## src/rtl/tcm_dec_tmu_tree_n.sv

```systemverilog
// Trellis metric unit for the 4D-8PSK TCM decoder: saturating group sums feeding a
// pipelined binary compare tree that selects the best candidate per beat.
module tcm_dec_tmu_tree_n #(
  parameter int pSYMB_M_W = 8,
  parameter int pSUM_N    = 4,
  parameter int pGROUP_N  = 4,
  parameter int pBM_W     = pSYMB_M_W + 2
) (
  input  logic                                      iclk,
  input  logic                                      ireset_n,
  input  logic                                      iclkena,
  input  logic                                      ival,
  input  logic [pGROUP_N*pSUM_N*pSYMB_M_W-1:0]      isymb_m,
  input  logic [$clog2(pGROUP_N):0]                 imode,
  input  logic                                      isop,
  input  logic                                      ieop,
  output logic                                      oval,
  output logic [pBM_W-1:0]                          obm,
  output logic [$clog2(pGROUP_N)-1:0]               osymb_m_idx,
  output logic                                      osop,
  output logic                                      oeop,
  output logic                                      osat
);

  localparam int LOG_G   = $clog2(pGROUP_N);
  localparam int L       = 2 + LOG_G;
  localparam int NODES   = 2 * pGROUP_N - 1;
  localparam int SUM_NAT = pSYMB_M_W + $clog2(pSUM_N);
  localparam int ACC_W   = ((SUM_NAT > pBM_W) ? SUM_NAT : pBM_W) + 1;

  typedef struct packed {
    logic [pBM_W-1:0] val;
    logic [LOG_G-1:0] idx;
    logic             sat;
    logic             vld;
  } node_t;

  logic [L-1:0]           vld_pipe;
  logic [L-1:0]           sop_pipe;
  logic [L-1:0]           eop_pipe;
  logic [ACC_W-1:0]       pre_c  [pGROUP_N];
  logic [ACC_W-1:0]       pre_r  [pGROUP_N];
  logic [pSYMB_M_W-1:0]   last_r [pGROUP_N];
  logic [LOG_G:0]         mode_r;
  node_t                  leaf_c [pGROUP_N];
  // Heap layout: node k has children 2k+1 / 2k+2, leaves start at pGROUP_N-1.
  node_t                  tree_r [NODES];

  // Left child always covers the lower indices, so ">=" gives the lower index the tie.
  function automatic node_t pick(node_t a, node_t b);
    return (a.vld && (!b.vld || a.val >= b.val)) ? a : b;
  endfunction

  always_comb begin
    for (int g = 0; g < pGROUP_N; g++) begin
      pre_c[g] = '0;
      for (int k = 0; k < pSUM_N - 1; k++)
        pre_c[g] = pre_c[g] + ACC_W'(isymb_m[(g*pSUM_N+k)*pSYMB_M_W +: pSYMB_M_W]);
    end
  end

  always_comb begin
    int               act_cnt;
    logic [ACC_W-1:0] sum;
    // NOTE: every variable gets a default before any conditional write, so no latch is inferred.
    sum     = '0;
    act_cnt = (int'(mode_r) > LOG_G) ? pGROUP_N : (1 << mode_r);
    for (int g = 0; g < pGROUP_N; g++) begin
      leaf_c[g] = '0;
      sum       = pre_r[g] + ACC_W'(last_r[g]);
      if (g < act_cnt) begin
        leaf_c[g].vld = 1'b1;
        leaf_c[g].idx = LOG_G'(g);
        leaf_c[g].sat = |sum[ACC_W-1:pBM_W];
        leaf_c[g].val = leaf_c[g].sat ? '1 : sum[pBM_W-1:0];
      end
    end
  end

  always_ff @(posedge iclk or negedge ireset_n) begin
    if (!ireset_n) begin
      vld_pipe <= '0;
      sop_pipe <= '0;
      eop_pipe <= '0;
    end else if (iclkena) begin
      vld_pipe <= {vld_pipe[L-2:0], ival};
      if (ival) begin
        sop_pipe[0] <= isop;
        eop_pipe[0] <= ieop;
      end
      for (int s = 1; s < L; s++) begin
        if (vld_pipe[s-1]) begin
          sop_pipe[s] <= sop_pipe[s-1];
          eop_pipe[s] <= eop_pipe[s-1];
        end
      end
    end
  end

  // NOTE: the data pipe is reset too (it is only a few registers) so obm/idx read 0 out of reset.
  always_ff @(posedge iclk or negedge ireset_n) begin
    if (!ireset_n) begin
      mode_r <= '0;
      for (int g = 0; g < pGROUP_N; g++) begin
        pre_r[g]  <= '0;
        last_r[g] <= '0;
      end
      for (int k = 0; k < NODES; k++)
        tree_r[k] <= '0;
    end else if (iclkena) begin
      if (ival) begin
        mode_r <= imode;
        for (int g = 0; g < pGROUP_N; g++) begin
          pre_r[g]  <= pre_c[g];
          last_r[g] <= isymb_m[((g+1)*pSUM_N-1)*pSYMB_M_W +: pSYMB_M_W];
        end
      end
      if (vld_pipe[0]) begin
        for (int g = 0; g < pGROUP_N; g++)
          tree_r[pGROUP_N-1+g] <= leaf_c[g];
      end
      // Depth d of the tree is loaded by compare stage LOG_G-d.
      for (int d = 0; d < LOG_G; d++) begin
        if (vld_pipe[LOG_G-d]) begin
          for (int k = (1 << d) - 1; k < (2 << d) - 1; k++)
            tree_r[k] <= pick(tree_r[2*k+1], tree_r[2*k+2]);
        end
      end
    end
  end

  assign oval        = vld_pipe[L-1];
  assign obm         = tree_r[0].val;
  assign osymb_m_idx = tree_r[0].idx;
  assign osat        = oval & tree_r[0].sat;
  assign osop        = oval & sop_pipe[L-1];
  assign oeop        = oval & eop_pipe[L-1];

endmodule

```

## config.mk

```make
export PLATFORM = sky130hd
export DESIGN_NAME = tcm_dec_tmu_tree_n
export DESIGN_NICKNAME = d
export VERILOG_FILES = /design/src/rtl/tcm_dec_tmu_tree_n.sv
export SDC_FILE = /design/constraint.sdc
export NUM_CORES = 1
export LEC_CHECK = 0
export CORE_MARGIN = 1
export CORE_UTILIZATION = 50
export CTS_CLUSTER_SIZE = 16
export DETAILED_ROUTE_END_ITERATION = 8
export GPL_TIMING_DRIVEN = 0
export PLACE_DENSITY = 0.77
export SLEW_MARGIN = 0
export SYNTH_ARGS = -nofsm -noshare
export SYNTH_HDL_FRONTEND = slang
export SYNTH_SLANG_ARGS = --single-unit
export TNS_END_PERCENT = 100
```

## constraint.sdc

```tcl
create_clock -name iclk -period 2.43 [get_ports iclk]
set_input_delay 0.729 -clock iclk [delete_from_list [all_inputs] [get_ports iclk]]
set_output_delay 0.729 -clock iclk [all_outputs]
set_load 0.005 [all_outputs]
```

Word level (Yosys, flattened, before mapping)
Cells that the tools add are included.

word-level totals
  bits in registers = 188
  latch bits = 0
  memory bits (writable) = 0
  memory bits (read-only) = 0
  input bits = 137
  output and inout bits = 16
  logic and storage cells = 94
  memories kept = 0

cells by class
  add/sub/neg operators = 12
  multipliers = 0
  divide/modulo/power cells = 0
  $lt $le $gt $ge = 8
  eq/ne operators = 0
  shifts and indexed selects = 1
  muxes and demuxes = 12
  bitwise logic cells = 3
  reductions and logical operators = 13

operators with widths
  cell                    number
  $mux W14                7
  $lt A3 B32 Y1 const A   2
  $add A11 B8 Y11         4
  $add A9 B8 Y10          4
  $mux W10                4
  $add A8 B8 Y9           4
  $lt A1 B32 Y1 const A   1
  $lt A2 B32 Y1 const A   1
  $mux W32                1
  $shl A1 B3 Y32 const A  1
  $ge A10 B10 Y1          3
  $reduce_and A2 Y1       4
  $and A1 B1 Y1           3
  $gt A3 B2 Y1 const B    1
  $logic_and A1 B1 Y1     3
  $logic_not A1 Y1        3
  $logic_or A1 B1 Y1      3

Logic depth before layout (Yosys ltp)
Gate-level depths: netlist of the first run.

  depth in word-level cells = 4
  mapped depth = 12
  depth with buffers taken out = 12

Worst setup path after synthesis of the first run
No wires, ideal clock.

  kind = input port to flip-flop
  from = in isymb_m[65]
  to = reg pre_r[20] in the netlist's numbering
  library setup time = 0.135 ns
  arrival = 2.655 ns
  data required time = 2.295 ns
  setup slack = -0.360 ns
  cell stages on the path = 9
  cell sequence = fa_1 ha_1 fa_1 a21o_1 a21oi_1 o21ai_0 and3b_1 o21ai_0 o21ai_0

on the way
  longest elaborated chain between the ends = 2

RTL lines
  item                             line  RTL
  from (decl)                      13    input logic [pGROUP_N*pSUM_N*pSYMB_M_W-1:0] isymb_m,
  $add A8 B8 Y9                    58    pre_c[g] = pre_c[g] + ACC_W'(isymb_m[(g*pSUM_N+k)*pSYMB_M_W +: pSYMB_M_W]);
  $add A9 B8 Y10                   58
  to (signal, indexed assignment)  114   pre_r[g] <= pre_c[g];
  to (decl)                        42    logic [ACC_W-1:0] pre_r [pGROUP_N];

Every way passes these cells.
A chain may end at the register's enable or synchronous reset.

Worst setup path after layout of the first run
  from = in isymb_m[100]
  to = reg pre_r[6] in the netlist's numbering

The elaborated chain is that of the path after synthesis.

==> results of run 1 <==
## state kept, by name, indices dropped and copies added (netlist names)
register	cells
eop_pipe	4
last_r	32
mode_r	3
obm	10
osymb_m_idx	2
pre_r	40
sop_pipe	4
tree_r	75
vld_pipe	4
## kinds of logic after synthesis
group / synth area share, %
flops: 40.2
fa+ha+maj: 17.8
xor+xnor: 3.48
compound gates: 19.3
mux: 5.91
buf+inv: 4.75
simple gates: 8.45
## how the worst min path moves through the flow
stage / start / end / slack, ns / cells past startpoint
after floorplan: ireset_n / eop_pipe[0]$_DFFE_PN0P_ / 0.43 / 0
after global placement: sop_pipe[1]$_DFFE_PN0P_ / sop_pipe[1]$_DFFE_PN0P_ / 0.46 / 2
after detailed placement: sop_pipe[1]$_DFFE_PN0P_ / sop_pipe[1]$_DFFE_PN0P_ / 0.46 / 2
after CTS: ireset_n / pre_r[4]$_DFFE_PN0P_ / 0.25 / 1
final: ireset_n / pre_r[4]$_DFFE_PN0P_ / 0.23 / 1
after global routing: ireset_n / pre_r[7]$_DFFE_PN0P_ / 0.27 / 1
## power breakdown
group          internal [uW]  switching, uW
Clock                   1340           1240
Sequential              3820            850
Combinational           2990           2830
## cell type report
cell class / instances / area (um2) / area share, %
buffer: 48 / 259 / 1.90
clock buffer: 18 / 429 / 3.14
timing repair buffer: 170 / 1600 / 11.7
inverter: 68 / 255 / 1.87
sequential: 174 / 4350 / 31.9
clock inverter: 14 / 126 / 0.925
tap: 275 / 344 / 2.52
multi-input combinational: 740 / 6290 / 46.0
## Yosys cell counts (4+ instances only)
cell type,number,area share [%]
xnor2_1,22,1.8
a31oi_1,7,0.40
nor3_1,8,0.37
and3_1,4,0.23
mux2_2,47,4.9
buf_2,6,0.28
nand2_1,101,3.5
nor2b_1,9,0.52
a21o_1,24,1.7
inv_1,68,2.4
nand3_1,7,0.32
mux2i_1,11,1.0
o31ai_1,15,1.0
nor2_1,32,1.1
nand2b_1,9,0.52
fa_1,40,7.4
o21ai_0,95,4.4
o22a_1,7,0.57
a211oi_1,12,0.83
ha_1,90,10
xor2_1,21,1.7
buf_4,13,0.90
dfrtp_1,174,40
o21a_1,6,0.42
and3b_1,4,0.32
o211ai_1,4,0.28
a21oi_1,62,2.9
o21ai_1,8,0.37
a221o_1,40,3.7
and2_1,6,0.35
o21bai_1,11,0.76
clkbuf_1,28,0.97
## layer usage
layer	vias to the layer above	part of all wire, %	global-route usage, %
met5	-	0	0
met4	0	2.2	7.91
met3	31	4.0	3.73
met2	217	48	37.7
met1	4099	46	31.4
li1	4080	-	-
## through the flow
step	cell area, um2	cells	utilization (%)	TNS [ns]
floorplan	10900	1031	-	-0.961
detailed placement	12800	1459	60.5	-59.30
finish	13700	1507	64.8	0
global placement	12700	1458	60.3	-1152.52
CTS	13500	1504	64.0	-0.0171
global route	13700	1507	64.8	-0.299
## what timing repair did
action | 4_1_cts | 5_1_grt
setup buffers | 13 | 5
pin swaps | 48 | 68
cloned | 1 | 0
endpoints found under the setup margin | 56 | 125
gates resized for setup | 115 | 80
==> impl_metrics.ini, run 1 <==
[sta]
fin_ws_ns = 0.00593
clock.fmax_mhz = 413
fin_crit_sh_pct = 99.8
maxSlewHeadroom_pct = 61.9
rsz0062_at_grt = true
setup_viol = 0
finClkSkew_ns = 0.0113
tightest_slew_ns = 0.571
hold_ws_ns = 0.225
hold_violations = 0
slew_viol_final = 0
min_period_ns = 2.42

[grt]
grt_max_degree = 107
antenna_found_initial = 0
grt_pass1_vias = 8338
grt_pass1_wl_um = 40400
overflow = 0
grt_usage_pct = 23.1

[critical_path]
cp-endpoint = pre_r[6]$_DFFE_PN0P_
crit_chain = clkdlybuf4s50_1, fa_1, ha_1, inv_1, o21bai_1, a21oi_2, xor2_1, o21ai_0
worstPathMaxFanout = 3
cp_num_buf_inv = 2
r2r_start = tree_r[81]$_DFFE_PN0P_
crit_cells = 8
crit_slowest_cell = fa_1
reg2reg_depth = 8
cp_top_family = adder cells
r2r-end = obm[0]$_DFFE_PN0P_
cp-startpoint = isymb_m[100]
critPathKind = in2reg
crit_arrival_ns = 2.72
regToRegSetupSlack_ns = 0.11
worstSetupStartpointType = primary input
slowest_delay_ns = 0.48
cp.required_ns = 2.72
end_kind = register

[floorplanning]
die_w_um = 149
rows = 53
dieArea_um2 = 22200
start_util_pct = 51.3
core_area_um2 = 21100
pin_count = 153
die_h_um = 149

[detailed_routing]
routed_wirelength_um = 24900
post_drt_via_cell_ratio = 5.59
drt_iter0_markers = 513
dr.pass1.iters = 5
avgRoutedWirePerCell_um = 16.5
vias = 8427
final_antenna_net_count = 0
drc = 0

[clock_tree]
holdBufCountCts = 0
clock_latency_ns = 0.44
cts_made_buffers = 17
path_clk_slew_ns = 0.07
cts_tree = built
ctsRootBufferMaster = clkbuf_16
cts_max_level = 4
cts_buffer_depth = 2
cts_sinks = 174

[yosys]
synth_warnings = 0
ys.flop_type = dfrtp_1
synth_edf_count = 0
syn_area_per_cell_um2 = 10.5
synth-seq-cells = 174
synth.net_count = 1298
synth-seq-area-share_pct = 40.2
synthArstFlopShare_pct = 100
synth.distinct_cells = 57
postSynthCellCount = 1031
synthesis.area_um2 = 10800

[layout]
n_antenna_cell = 0
final_cell_mix = dfrtp_1, clkdlybuf4s50_1, nand2_1
area_growth_pct = 26.3
final_layout_size_suffix_gt1_share_pct = 18.9
fin_nets = 1486
fillCellCount = 1664
final_common_cell = dfrtp_1

[status]
status = finished, final reports clean

[power_and_ir_drop]
p_per_area_nw_per_um2 = 957
cellLeakagePower_uw = 0.00620
total_power_uw = 13100
irDropWorstVdd_mv = 0.535

[placed_design]
dpl.hpwl_um = 18700
io_buffers = 152
dpl_worst_slack_ns = -0.797
gp_congestion = 0.940

[min_path]
hold_path_class = in2async

[flow_run]
drv_cap = 0
No activity file was read; power rests on OpenSTA's default activity.
==> run 2: changes to the inputs <==
--- a/config.mk
+++ b/config.mk
@@ -5,12 +5,15 @@
 export SDC_FILE = /design/constraint.sdc
 export NUM_CORES = 1
 export LEC_CHECK = 0
+export CELL_PAD_IN_SITES_DETAIL_PLACEMENT = 1
+export CELL_PAD_IN_SITES_GLOBAL_PLACEMENT = 2
+export CORE_ASPECT_RATIO = 2
 export CORE_MARGIN = 1
-export CORE_UTILIZATION = 50
+export CORE_UTILIZATION = 32
 export CTS_CLUSTER_SIZE = 16
 export DETAILED_ROUTE_END_ITERATION = 8
 export GPL_TIMING_DRIVEN = 0
-export PLACE_DENSITY = 0.77
+export PLACE_DENSITY_LB_ADDON = 0.1
 export SLEW_MARGIN = 0
 export SYNTH_ARGS = -nofsm -noshare
 export SYNTH_HDL_FRONTEND = slang
==> run 2 against run 1 <==
Sequential share of layout area is 0.89 points lower. Clock power is 7% higher. Cell count is 11% higher. Sequential cell count stayed put. Total power is 3.5% higher. Critical endpoint is now pre_r[7]$_DFFE_PN0P_.
==> impl_metrics.ini, run 2 (synthesis gave the netlist of run 1 again) <==
[sta]
maxSlewHeadroom_pct = 56.8
finClkSkew_ns = 0.00720
clock.fmax_mhz = 416
tightest_slew_ns = 0.647
hold_ws_ns = 0.234
setup_viol = 0
min_period_ns = 2.41
rsz0062_at_grt = true
hold_violations = 0
fin_crit_sh_pct = 99.0
slew_viol_final = 0

[grt]
antenna_found_initial = 0
grt_pass1_wl_um = 48500
grt_max_degree = 96
grt-busiest-layer = met2
grtUsageMet1_pct = 18.2
grt_usage_pct = 18.4
overflow = 0
met2_usage_pct = 36.2
grt_pass1_vias = 9196
use_met3_pct = 2.85

[critical_path]
r2r_start = tree_r[79]$_DFFE_PN0P_
regToRegSetupSlack_ns = 0.09
crit_arrival_ns = 2.72
reg2reg_depth = 7
worstSetupStartpointType = primary input
r2r-end = obm[7]$_DFFE_PN0P_
cp.required_ns = 2.75
end_kind = register
critPathKind = in2reg
worstPathMaxFanout = 2

[power_and_ir_drop]
irDropWorstVdd_mv = 0.377
cellLeakagePower_uw = 0.00636
p_per_area_nw_per_um2 = 962

[detailed_routing]
dr.pass1.iters = 4
final_antenna_net_count = 0
drt_iter0_markers = 319
avgRoutedWirePerCell_um = 18.1
vias = 8400
drc = 0
routed_wirelength_um = 30400
post_drt_via_cell_ratio = 5.01

[layout]
final_core_util_pct = 42.6
finalNonFillerCells = 1676
top_register = tree_r
final_area_um2 = 14100
largest_reg_flops = 75
largestRegisters = tree_r (75), pre_r (40), last_r (32)
fin_nets = 1501
n_antenna_cell = 0
final_layout_size_suffix_gt1_share_pct = 21.0
area_growth_pct = 30.1
final_cell_mix = dfrtp_1, nand2_1, clkdlybuf4s50_1
final_common_cell = dfrtp_1

[clock_tree]
cts_tree = built
cts_made_buffers = 17
cts_buffer_depth = 2
cts_sinks = 174
holdBufCountCts = 0
cts_max_level = 4
ctsRootBufferMaster = clkbuf_16
clock_latency_ns = 0.45
path_clk_slew_ns = 0.06

[floorplanning]
rows = 94
dieArea_um2 = 34600
die_w_um = 132
start_util_pct = 32.7
die_h_um = 262
core_area_um2 = 33000
pin_count = 153

[placed_design]
postPlaceCellArea_um2 = 13000
io_buffers = 152
dpl.hpwl_um = 24600
dp.cells = 1616
gp_congestion = 0.801

[min_path]
hold_path_class = in2async

[flow_run]
drv_cap = 0

[status]
status = finished, final reports clean
-- run 2: cell types whose count changed in the layout (fill, tap and decap cells not counted), sizes merged --
| cell | delta |
|---|---|
| dlygate4sd2 | -1 |
| dlymetal6s2s | +4 |
| clkdlybuf4s15 | +4 |
| clkdlybuf4s50 | -4 |
| clkbuf | +2 |
| bufinv | +3 |
| inv | -7 |
| clkinv | +1 |
| clkinvlp | -4 |
| buf | +14 |
-- run 2: metrics by stage --
| step | total power, uW | setup WS [ns] | TNS (ns) |
|---|---|---|---|
| 6_report | 13500 | 0.0245 | 0 |
| 5_1_grt | 14600 | -0.0992 | -0.216 |
| 4_1_cts | 13500 | -0.0335 | -0.0335 |
| 3_5_place_dp | 10500 | -0.869 | -92.31 |
| 3_3_place_gp | 10300 | -7.01 | -1308.97 |
| 2_1_floorplan | 8460 | -0.177 | -0.961 |
-- run 2: worst max-delay path by stage --
stage	start	endpoint	slack, ns	cells past startpoint
after floorplan	isymb_m[65]	pre_r[20]$_DFFE_PN0P_	-0.18	9
after global placement	ireset_n	last_r[16]$_DFFE_PN0P_	-7.01	1
after detailed placement	iclkena	pre_r[1]$_DFFE_PN0P_	-0.87	6
after CTS	isymb_m[80]	pre_r[20]$_DFFE_PN0P_	-0.03	12
after global routing	isymb_m[81]	pre_r[20]$_DFFE_PN0P_	-0.1	10
final	isymb_m[97]	pre_r[7]$_DFFE_PN0P_	0.02	11
-- run 2: what timing repair did --
| item | CTS | global route |
|---|---|---|
| pin swaps | 44 | 67 |
| resized for setup | 124 | 98 |
| endpoints found under the hold margin | 0 | 0 |
| buffers inserted | 21 | 11 |
| setup endpoints to repair | 148 | 77 |
| cloned | 1 | 0 |
-- run 2: cell type report --
cell class,count,area (um2)
Fill cell,3700,19000
Buffer,48,273
Inverter,68,255
Timing Repair Buffer,185,1740
Clock inverter,7,114
Multi-Input combinational cell,740,6330
Clock buffer,22,464
Tap cell,432,541
Sequential cell,174,4360
-- run 2: report_power, final --
part | leakage [uW] | internal, uW | total [uW] | switching [uW]
sequential | 0.00212 | 3830 | 4780 | 949
combinational | 0.00395 | 3070 | 5980 | 2910
clock | 0.000286 | 1650 | 2770 | 1120
total | 0.00636 | 8540 | 13500 | 4990
-- run 2: critical path, stage by stage --
cell     delay, ns
buf_6         0.09
fa_1          0.57
ha_4          0.15
inv_2         0.04
fa_2          0.40
nor2b_2       0.13
o21a_1        0.19
o21ai_2       0.09
a21oi_2       0.16
buf_4         0.13
o31ai_2       0.05
-- run 2: per-layer routing --
| layer | wire, um | up-vias | share of wire (%) |
|---|---|---|---|
| met4 | 1410 | 0 | 4.6 |
| met2 | 17200 | 139 | 57 |
| met5 | 0 | - | 0 |
| met1 | 11000 | 4134 | 36 |
| li1 | - | 4087 | - |
| met3 | 796 | 40 | 2.6 |
